$ cat config.mk
export PLATFORM = sky130hd
export DESIGN_NAME = bf_bus_arbiter
export DESIGN_NICKNAME = d
export VERILOG_FILES = /design/src/rtl/bf_bus_arbiter.sv
export SDC_FILE = /design/constraint.sdc
export NUM_CORES = 1
export LEC_CHECK = 0
export ABC_AREA = 0
export CAP_MARGIN = 5
export CORE_MARGIN = 4
export CORE_UTILIZATION = 45
export CTS_BUF_LIST = sky130_fd_sc_hd__clkbuf_2 sky130_fd_sc_hd__clkbuf_4 sky130_fd_sc_hd__clkbuf_8
export DETAILED_ROUTE_END_ITERATION = 10
export HOLD_SLACK_MARGIN = 0.03
export PLACE_DENSITY = 0.82
export SYNTH_ARGS = -nofsm -noshare
export SYNTH_HDL_FRONTEND = slang
export SYNTH_SLANG_ARGS = --single-unit
$ cat constraint.sdc
create_clock -name clk -period 1.9 [get_ports clk]
set_clock_uncertainty 0.1 [all_clocks]
set_input_delay 0.38 -clock clk [delete_from_list [all_inputs] [get_ports clk]]
set_output_delay 0.38 -clock clk [all_outputs]
set_load 0.05 [all_outputs]
$ cat src/rtl/bf_bus_arbiter.sv
// bf_bus_arbiter: two-master arbiter/sequencer for the shared 8-bit
// multiplexed external memory bus (address and data on the same pins).
//
// Ports:
//   clk, rst        clock, synchronous active-high reset
//   ena             gates new grants in IDLE only
//   m0_* / m1_*     req/we/addr/wdata in, ack pulse + registered rdata out
//                   (m0 = core load/store, m1 = host/loader)
//   bus_din         bus input path (sampled on the last turnaround cycle)
//   bus_dout/bus_oe bus output path and all-ones/all-zeros output enable
//   bus_addr        address-phase strobe
//   bus_write       write strobe (also asserted in the address phase)
//   busy            high whenever a transaction is in flight
//   gnt_id          master owning the current or most recent transaction
module bf_bus_arbiter #(
    parameter int DATA_W      = 8,
    parameter int WAIT_CYCLES = 1   // 1..7 turnaround cycles
) (
    input  logic              clk,
    input  logic              rst,
    input  logic              ena,
    input  logic              m0_req,
    input  logic              m0_we,
    input  logic [DATA_W-1:0] m0_addr,
    input  logic [DATA_W-1:0] m0_wdata,
    output logic              m0_ack,
    output logic [DATA_W-1:0] m0_rdata,
    input  logic              m1_req,
    input  logic              m1_we,
    input  logic [DATA_W-1:0] m1_addr,
    input  logic [DATA_W-1:0] m1_wdata,
    output logic              m1_ack,
    output logic [DATA_W-1:0] m1_rdata,
    input  logic [DATA_W-1:0] bus_din,
    output logic [DATA_W-1:0] bus_dout,
    output logic [DATA_W-1:0] bus_oe,
    output logic              bus_addr,
    output logic              bus_write,
    output logic              busy,
    output logic              gnt_id
);

    typedef struct packed {
        logic              we;
        logic [DATA_W-1:0] addr;
        logic [DATA_W-1:0] wdata;
    } req_t;

    typedef enum logic [2:0] {S_IDLE, S_ADDR, S_WDATA, S_TURN, S_DONE} state_t;

    localparam logic [2:0] TURN_INIT = 3'(WAIT_CYCLES - 1);

    state_t          state, state_nxt;
    logic [2:0]      turn_cnt;
    req_t            lat;          // winner's request, frozen until DONE
    req_t [1:0]      mreq;
    logic [1:0]      req_vec;
    logic            last_grant;
    logic            gnt_q;
    logic            gnt_vld;
    logic            gnt_sel;
    logic            oe_all;
    logic            turn_last;

    assign req_vec = {m1_req, m0_req};
    assign mreq[0] = {m0_we, m0_addr, m0_wdata};
    assign mreq[1] = {m1_we, m1_addr, m1_wdata};

    // Round-robin: a lone requester wins; on a tie the one not granted last wins.
    always_comb begin
        gnt_vld = ena && (req_vec != 2'b00);
        gnt_sel = (&req_vec) ? ~last_grant : req_vec[1];
    end

    assign turn_last = (state == S_TURN) && (turn_cnt == 3'd0);

    // State register
    always_ff @(posedge clk) begin
        if (rst) state <= S_IDLE;
        else     state <= state_nxt;
    end

    // Next-state logic
    always_comb begin
        state_nxt = state;
        unique case (state)
            S_IDLE:  if (gnt_vld) state_nxt = S_ADDR;
            S_ADDR:  state_nxt = lat.we ? S_WDATA : S_TURN;
            S_WDATA: state_nxt = S_DONE;
            S_TURN:  if (turn_cnt == 3'd0) state_nxt = S_DONE;
            S_DONE:  state_nxt = S_IDLE;
            default: state_nxt = S_IDLE;
        endcase
    end

    // Datapath: request latch, grant history, turnaround counter, read data
    always_ff @(posedge clk) begin
        if (rst) begin
            lat        <= '0;
            last_grant <= 1'b1;   // makes m0 win the first tie
            gnt_q      <= 1'b0;
            turn_cnt   <= 3'd0;
            m0_rdata   <= '0;
            m1_rdata   <= '0;
        end else begin
            if (state == S_IDLE && gnt_vld) begin
                lat        <= mreq[gnt_sel];
                gnt_q      <= gnt_sel;
                last_grant <= gnt_sel;
            end
            if (state == S_ADDR)
                turn_cnt <= TURN_INIT;
            else if (state == S_TURN && turn_cnt != 3'd0)
                turn_cnt <= turn_cnt - 3'd1;
            // Only the granted master's read data ever changes.
            if (turn_last) begin
                if (gnt_q) m1_rdata <= bus_din;
                else       m0_rdata <= bus_din;
            end
        end
    end

    // Output logic: bus driven only in ADDR/WDATA, dout forced to 0 otherwise
    always_comb begin
        bus_addr  = 1'b0;
        bus_write = 1'b0;
        oe_all    = 1'b0;
        bus_dout  = '0;
        m0_ack    = 1'b0;
        m1_ack    = 1'b0;
        unique case (state)
            S_ADDR: begin
                bus_addr  = 1'b1;
                bus_write = 1'b1;
                oe_all    = 1'b1;
                bus_dout  = lat.addr;
            end
            S_WDATA: begin
                bus_write = 1'b1;
                oe_all    = 1'b1;
                bus_dout  = lat.wdata;
            end
            S_DONE: begin
                m0_ack = ~gnt_q;
                m1_ack = gnt_q;
            end
            default: ;
        endcase
    end

    assign bus_oe = {DATA_W{oe_all}};
    assign busy   = (state != S_IDLE);
    assign gnt_id = gnt_q;

endmodule
==> reports/results.tsv, run 1 <==
metric	value	unit
Max transition margin	57.2	%
port buffer count	84	
first-pass GRT wire length	9.54	mm
Slew Viols, Final	0	
total CTS buffers	5	
failing checks	setup timing	
Post-Synthesis Cell Area	2190	um2
global placer's final weighted congestion	0.772	
# IOs	85	
Final Setup Violations	9	
die width	77.8	um
fmax	523	MHz
RSZ-0062 raised after global routing	true	
dominant synthesized flop cell	dfxtp_1	
number of synthesis warnings	0	
status	complete, but fails checks	
share of post-route cells with drive strength above 1	31.3	%
initial drt markers	118	
fraction of registers with async set or reset after synthesis	0	%
final net count	383	
total global-route track usage	19.6	%
final instance area	3450	um2
hold path start	turn_cnt[1]	
Clock Tree Root	clkbuf_8	
Crit Path Max Fanout	6	
worst r2r dst	turn_cnt[2]	
Placement Setup Slack	-0.0359	ns
HPWL Detailed	4.22	mm
fin cells	402	
Cell variety after synth	40	
Remaining Overflow, GRT	0	
Std-Cell Rows	25	
Slew @ Worst Pin	0.641	ns
drt via density	5.21	
Avg WL per Cell	14.7	um
final wirelength	5.92	mm
routed vias	2094	
antenna violations before repair	0	
Starting Density	46.4	%
Hold Path Cell Cnt	2	
full die area	6060	um2
Core Region	4720	um2
Placement Cell Area	3220	um2
Yosys reg bits	41	
Lkg Pwr	1.34	nW
power per cell area	764	nW/um2
clk slew on worst S/H paths	0.08	ns
min cycle time layout	1.91	ns
CTS Buffer Depth	2	
Routed Antenna Nets	0	
Syn-to-layout area delta	57.2	%
RR Startpoint	turn_cnt[0]	
Final Hold Viols	0	
largest net degree at the start of global routing	40	
Hold Crit Class	register to register	
Post-synth EDFFs	0	
Avg Inst Size Synth	8.57	um2
drt drc	0	
Reg2Reg Setup Slack	0.15	ns
Final Util	73.0	%
syn_nets	305	
clk sinks	41	
register area share after synthesis	37.4	%
Diodes inserted	0	
crit end category	output pin	
cell count of the worst reg-to-reg path	7	
peak supply drop	416	uV
Placed Cells	389	
clock latency on the worst-skew pair	0.30	ns
die span in y	77.8	um
Max-cap violations	0	
DRT Pass-1 Iters	4	
WS Path Type	register to output pin	
WP data required	1.42	ns
number of global-route vias before repair	2068	
Tcrit/Tclk final	101	%
Setup WS post-layout	-0.0128	ns
crit start category	register	
Hold Slack	0.407	ns
TritonCTS clock tree	done	
synthesized instance count	256	
Crit path arrival time	1.43	ns
WHS Endpoint	turn_cnt[1]	
H-tree depth	2	
==> cells by family (layout without fill, tap and decap cells) <==
logic type / count (synthesis) / after routing / synth area share (%)
simple gates: 85 / 85 / 20.8
fa+ha+maj: 2 / 2 / 1.14
compound gates: 89 / 89 / 28.9
flops: 41 / 41 / 37.4
buf+inv: 38 / 117 / 11.4
xor+xnor: 1 / 1 / 0.399
==> critical path: stages, from the launching register on <==
cell,delay [ns]
dfxtp_2,0.34
and2b_2,0.25
buf_6,0.14
a22oi_2,0.06
nor2_2,0.18
buf_12,0.16
==> how the worst max path moves through the flow <==
stage / start / to / slack (ns) / cells past startpoint
finish: state[0] / bus_dout[3] / -0.01 / 5
global route: state[0] / bus_dout[3] / -0.07 / 5
CTS: state[0] / bus_dout[6] / -0.03 / 5
detailed placement: m0_req / lat[14] / -0.04 / 4
global placement: m0_req / lat[10] / 0.008 / 4
floorplan: state[0] / bus_oe[0] / 0.009 / 5
==> placed cells by master (no fill, tap or decap), types with 2 or more instances in the layout <==
master,netlist,routed
buf_12,1,26
clkdlybuf4s50_1,0,45
nand2b_1,9,9
buf_6,6,2
a211oi_1,2,2
dfxtp_2,0,2
nand2_1,34,34
nor2_1,13,4
nor2_4,1,2
a311oi_2,9,9
nor2_2,0,8
ha_1,2,2
a22oi_2,0,8
nor2b_1,17,16
dfxtp_1,41,38
a311oi_1,8,8
clkbuf_8,0,5
and3_1,2,2
a21oi_1,19,19
inv_1,5,5
o21ai_0,33,33
buf_4,10,28
clkinv_2,0,2
==> final cells by class <==
class                      count  area (um2)
fill                         339        1270
timing repair buffer         103        1220
multi-input combinational    177        1200
sequential                    41         827
tap                           67        83.8
clock buffer                   5        68.8
inverter                       6        22.5
clock inverter                 3        17.5
==> metal layers <==
layer	vias to the layer above	share of wire, %	track usage (%)
met5	-	0	0
met4	0	2.3	6.58
met3	16	7.4	5.92
met2	80	49	34.0
met1	961	41	22.8
li1	1037	-	-
==> per-stage QoR <==
| step | total power [mW] | setup TNS [ns] |
|---|---|---|
| 2_1_floorplan | 1.61 | 0 |
| 3_3_place_gp | 1.98 | 0 |
| 3_5_place_dp | 1.99 | -0.269 |
| 4_1_cts | 2.58 | -0.154 |
| 5_1_grt | 2.74 | -0.791 |
| 6_report | 2.64 | -0.0466 |
==> registers in the layout, indices dropped and copies added, names as in the netlist <==
name	flops
state	3
gnt_id	1
m1_rdata	8
last_grant	1
turn_cnt	3
m0_rdata	8
lat	17
==> what timing repair did <==
item	4_1_cts	5_1_grt
pin swaps	0	4
setup endpoints to repair	18	18
gates resized for setup	9	12
setup buffers	2	4
hold buffers	0	0
==> synthesized netlist by cell type, types with 2 or more instances <==
cell type / n / area (um2)
a211oi_1: 2 / 15.0
a21oi_1: 19 / 95.1
a22oi_1: 8 / 60.1
a311oi_1: 8 / 70.1
a311oi_2: 9 / 135
and3_1: 2 / 12.5
buf_2: 7 / 35.0
buf_4: 10 / 75.1
buf_6: 6 / 67.6
clkbuf_1: 8 / 30.0
dfxtp_1: 41 / 821
ha_1: 2 / 25.0
inv_1: 5 / 18.8
nand2_1: 34 / 128
nand2b_1: 9 / 56.3
nor2_1: 13 / 48.8
nor2b_1: 17 / 106
o21ai_0: 33 / 165
o21ba_2: 2 / 20.0
==> power by group <==
part	total [mW]	internal (mW)	switching [mW]
clock network	0.561	0.253	0.307
logic	1.11	0.538	0.571
registers	0.966	0.918	0.0480
total	2.64	1.71	0.927
(Power assumes the default switching activity.)
==> run 2, diff against run 1 <==
clock period = 2.5 ns   (was 1.9 ns; I/O delays follow)
==> run 2 against run 1 <==
  * The flow now finishes without violations
  * Clock power up 15%
  * Wire length down 5.5%
  * Flip-flop and latch count unchanged
  * Utilization down 3.6 points
  * Largest cell class is now multi-input gates
==> reports/results.tsv, run 2 (synthesis gave the netlist of run 1 again) <==
metric	value	unit
Reg2Reg Setup Slack	0.69	ns
clk sinks	41	
WP data required	1.90	ns
initial drt markers	114	
RR Startpoint	turn_cnt[0]	
Final Hold Viols	0	
RSZ-0062 raised after global routing	false	
die width	77.8	um
cell count of the worst reg-to-reg path	6	
setup_tns	0	ns
Starting Density	46.4	%
clock power share	30.5	%
cell family with most CP delay	compound AO/OA/AOI/OAI gates	
Crit path arrival time	1.55	ns
Hold Crit Class	register to register	
cts repair resizes	0	
Total Power	2.11	mW
Top reg by flops	lat	
commonest non-fill, non-tap cell in the layout	clkdlybuf4s50_1	
total CTS buffers	5	
most frequent cells in the layout	clkdlybuf4s50_1 (63), dfxtp_1 (41), nand2_1 (34)	
Final Util	69.4	%
Tcrit/Tclk final	86.2	%
share of post-route cells with drive strength above 1	17.7	%
drt drc	0	
WS Path Type	register to output pin	
Slew @ Worst Pin	0.559	ns
Switching Power	0.677	mW
Slowest cell on crit path	o21ba_2	
Placement Setup Slack	0.310	ns
post-CTS setup buffers	0	
final wirelength	5.60	mm
P_int	1.43	mW
H-tree depth	2	
worst r2r dst	m1_rdata[1]	
CTS Buffer Depth	2	
worst-path cell chain	nor2b_1 -> o21ba_2 -> buf_12	
clk slew on worst S/H paths	0.08	ns
port buffer count	84	
Syn-to-layout area delta	49.5	%
Final Setup Violations	0	
delay of the slowest critical-path stage	0.52	ns
Std-Cell Rows	25	
power per cell area	642	nW/um2
Combinational Power Share	35.1	%
DRT Pass-1 Iters	4	
crit path to	bus_oe[5]	
min cycle time layout	2.15	ns
Remaining Overflow, GRT	0	
hold path start	turn_cnt[2]	
Max-cap violations	0	
drt via density	5.14	
Clock Tree Root	clkbuf_8	
Setup WS post-layout	0.346	ns
final instance area	3280	um2
Lkg Pwr	1.26	nW
first-pass GRT wire length	8.86	mm
Sw Ratio	32.2	%
Placement Cell Area	3140	um2
# IOs	85	
share of total power in sequential cells	34.3	%
max reg flops	17	
Routed Antenna Nets	0	
clock latency on the worst-skew pair	0.29	ns
Diodes inserted	0	
Core Region	4720	um2
fmax	464	MHz
Max transition margin	62.8	%
peak supply drop	401	uV
total global-route track usage	17.9	%
Slew Viols, Final	0	
CP Depth	3	
full die area	6060	um2
crit start category	register	
crit end category	output pin	
WP buf/inv	1	
global placer's final weighted congestion	0.819	
Avg WL per Cell	14.2	um
biggest regs	lat x17, m0_rdata x8, m1_rdata x8	
Crit. Startpoint	state[0]	
die span in y	77.8	um
routed vias	2030	
TritonCTS clock tree	done	
number of global-route vias before repair	1933	
final net count	376	
largest net degree at the start of global routing	38	
HPWL Detailed	4.14	mm
Crit Path Max Fanout	9	
antenna violations before repair	0	
hold_buf cts	0	
status	finished clean	
run 2: routing by layer:
layer | global-route usage [%] | routed length, um
met1 | 20.7 | 2320
met2 | 31.3 | 2720
met3 | 7.08 | 517
met4 | 3.20 | 38
met5 | 0 | 0
run 2: power by group through the flow:
stage | combinational [mW] | sequential [mW] | clock (mW)
detailed placement | 0.740 | 0.739 | 0
CTS | 0.743 | 0.723 | 0.653
global placement | 0.732 | 0.736 | 0
floorplan | 0.470 | 0.743 | 0
finish | 0.740 | 0.723 | 0.643
global route | 0.779 | 0.728 | 0.676
run 2: layout make-up:
type	count	area (um2)
Timing Repair Buffer	96	1090
Tap cell	67	83.8
Inverter	6	22.5
Fill cell	378	1450
Clock buffer	5	68.8
Sequential cell	41	821
Clock inverter	3	68.8
Multi-Input combinational cell	177	1120
run 2: stage by stage:
stage | hold slack (ns) | cells
3_5_place_dp | 0.412 | 387
5_1_grt | 0.462 | 395
3_3_place_gp | 0.385 | 387
2_1_floorplan | 0.378 | 256
6_report | 0.414 | 395
4_1_cts | 0.423 | 395
run 2: worst min-delay path by stage:
stage                     depth (start not counted)     endpoint  slack (ns)
after floorplan                                   2  turn_cnt[1]        0.38
after global placement                            2  turn_cnt[1]        0.38
after detailed placement                          2  turn_cnt[1]        0.41
after CTS                                         2  turn_cnt[1]        0.42
after global routing                              2       lat[5]        0.46
final                                             2  turn_cnt[2]        0.41
run 2: tightest hold or removal path, delay by kind of cell (launching register included):
kind             cells  cell delay [ns]
flip-flops           1             0.32
AO/OA/AOI/OAI        1             0.05
AND/OR/NAND/NOR      1             0.10
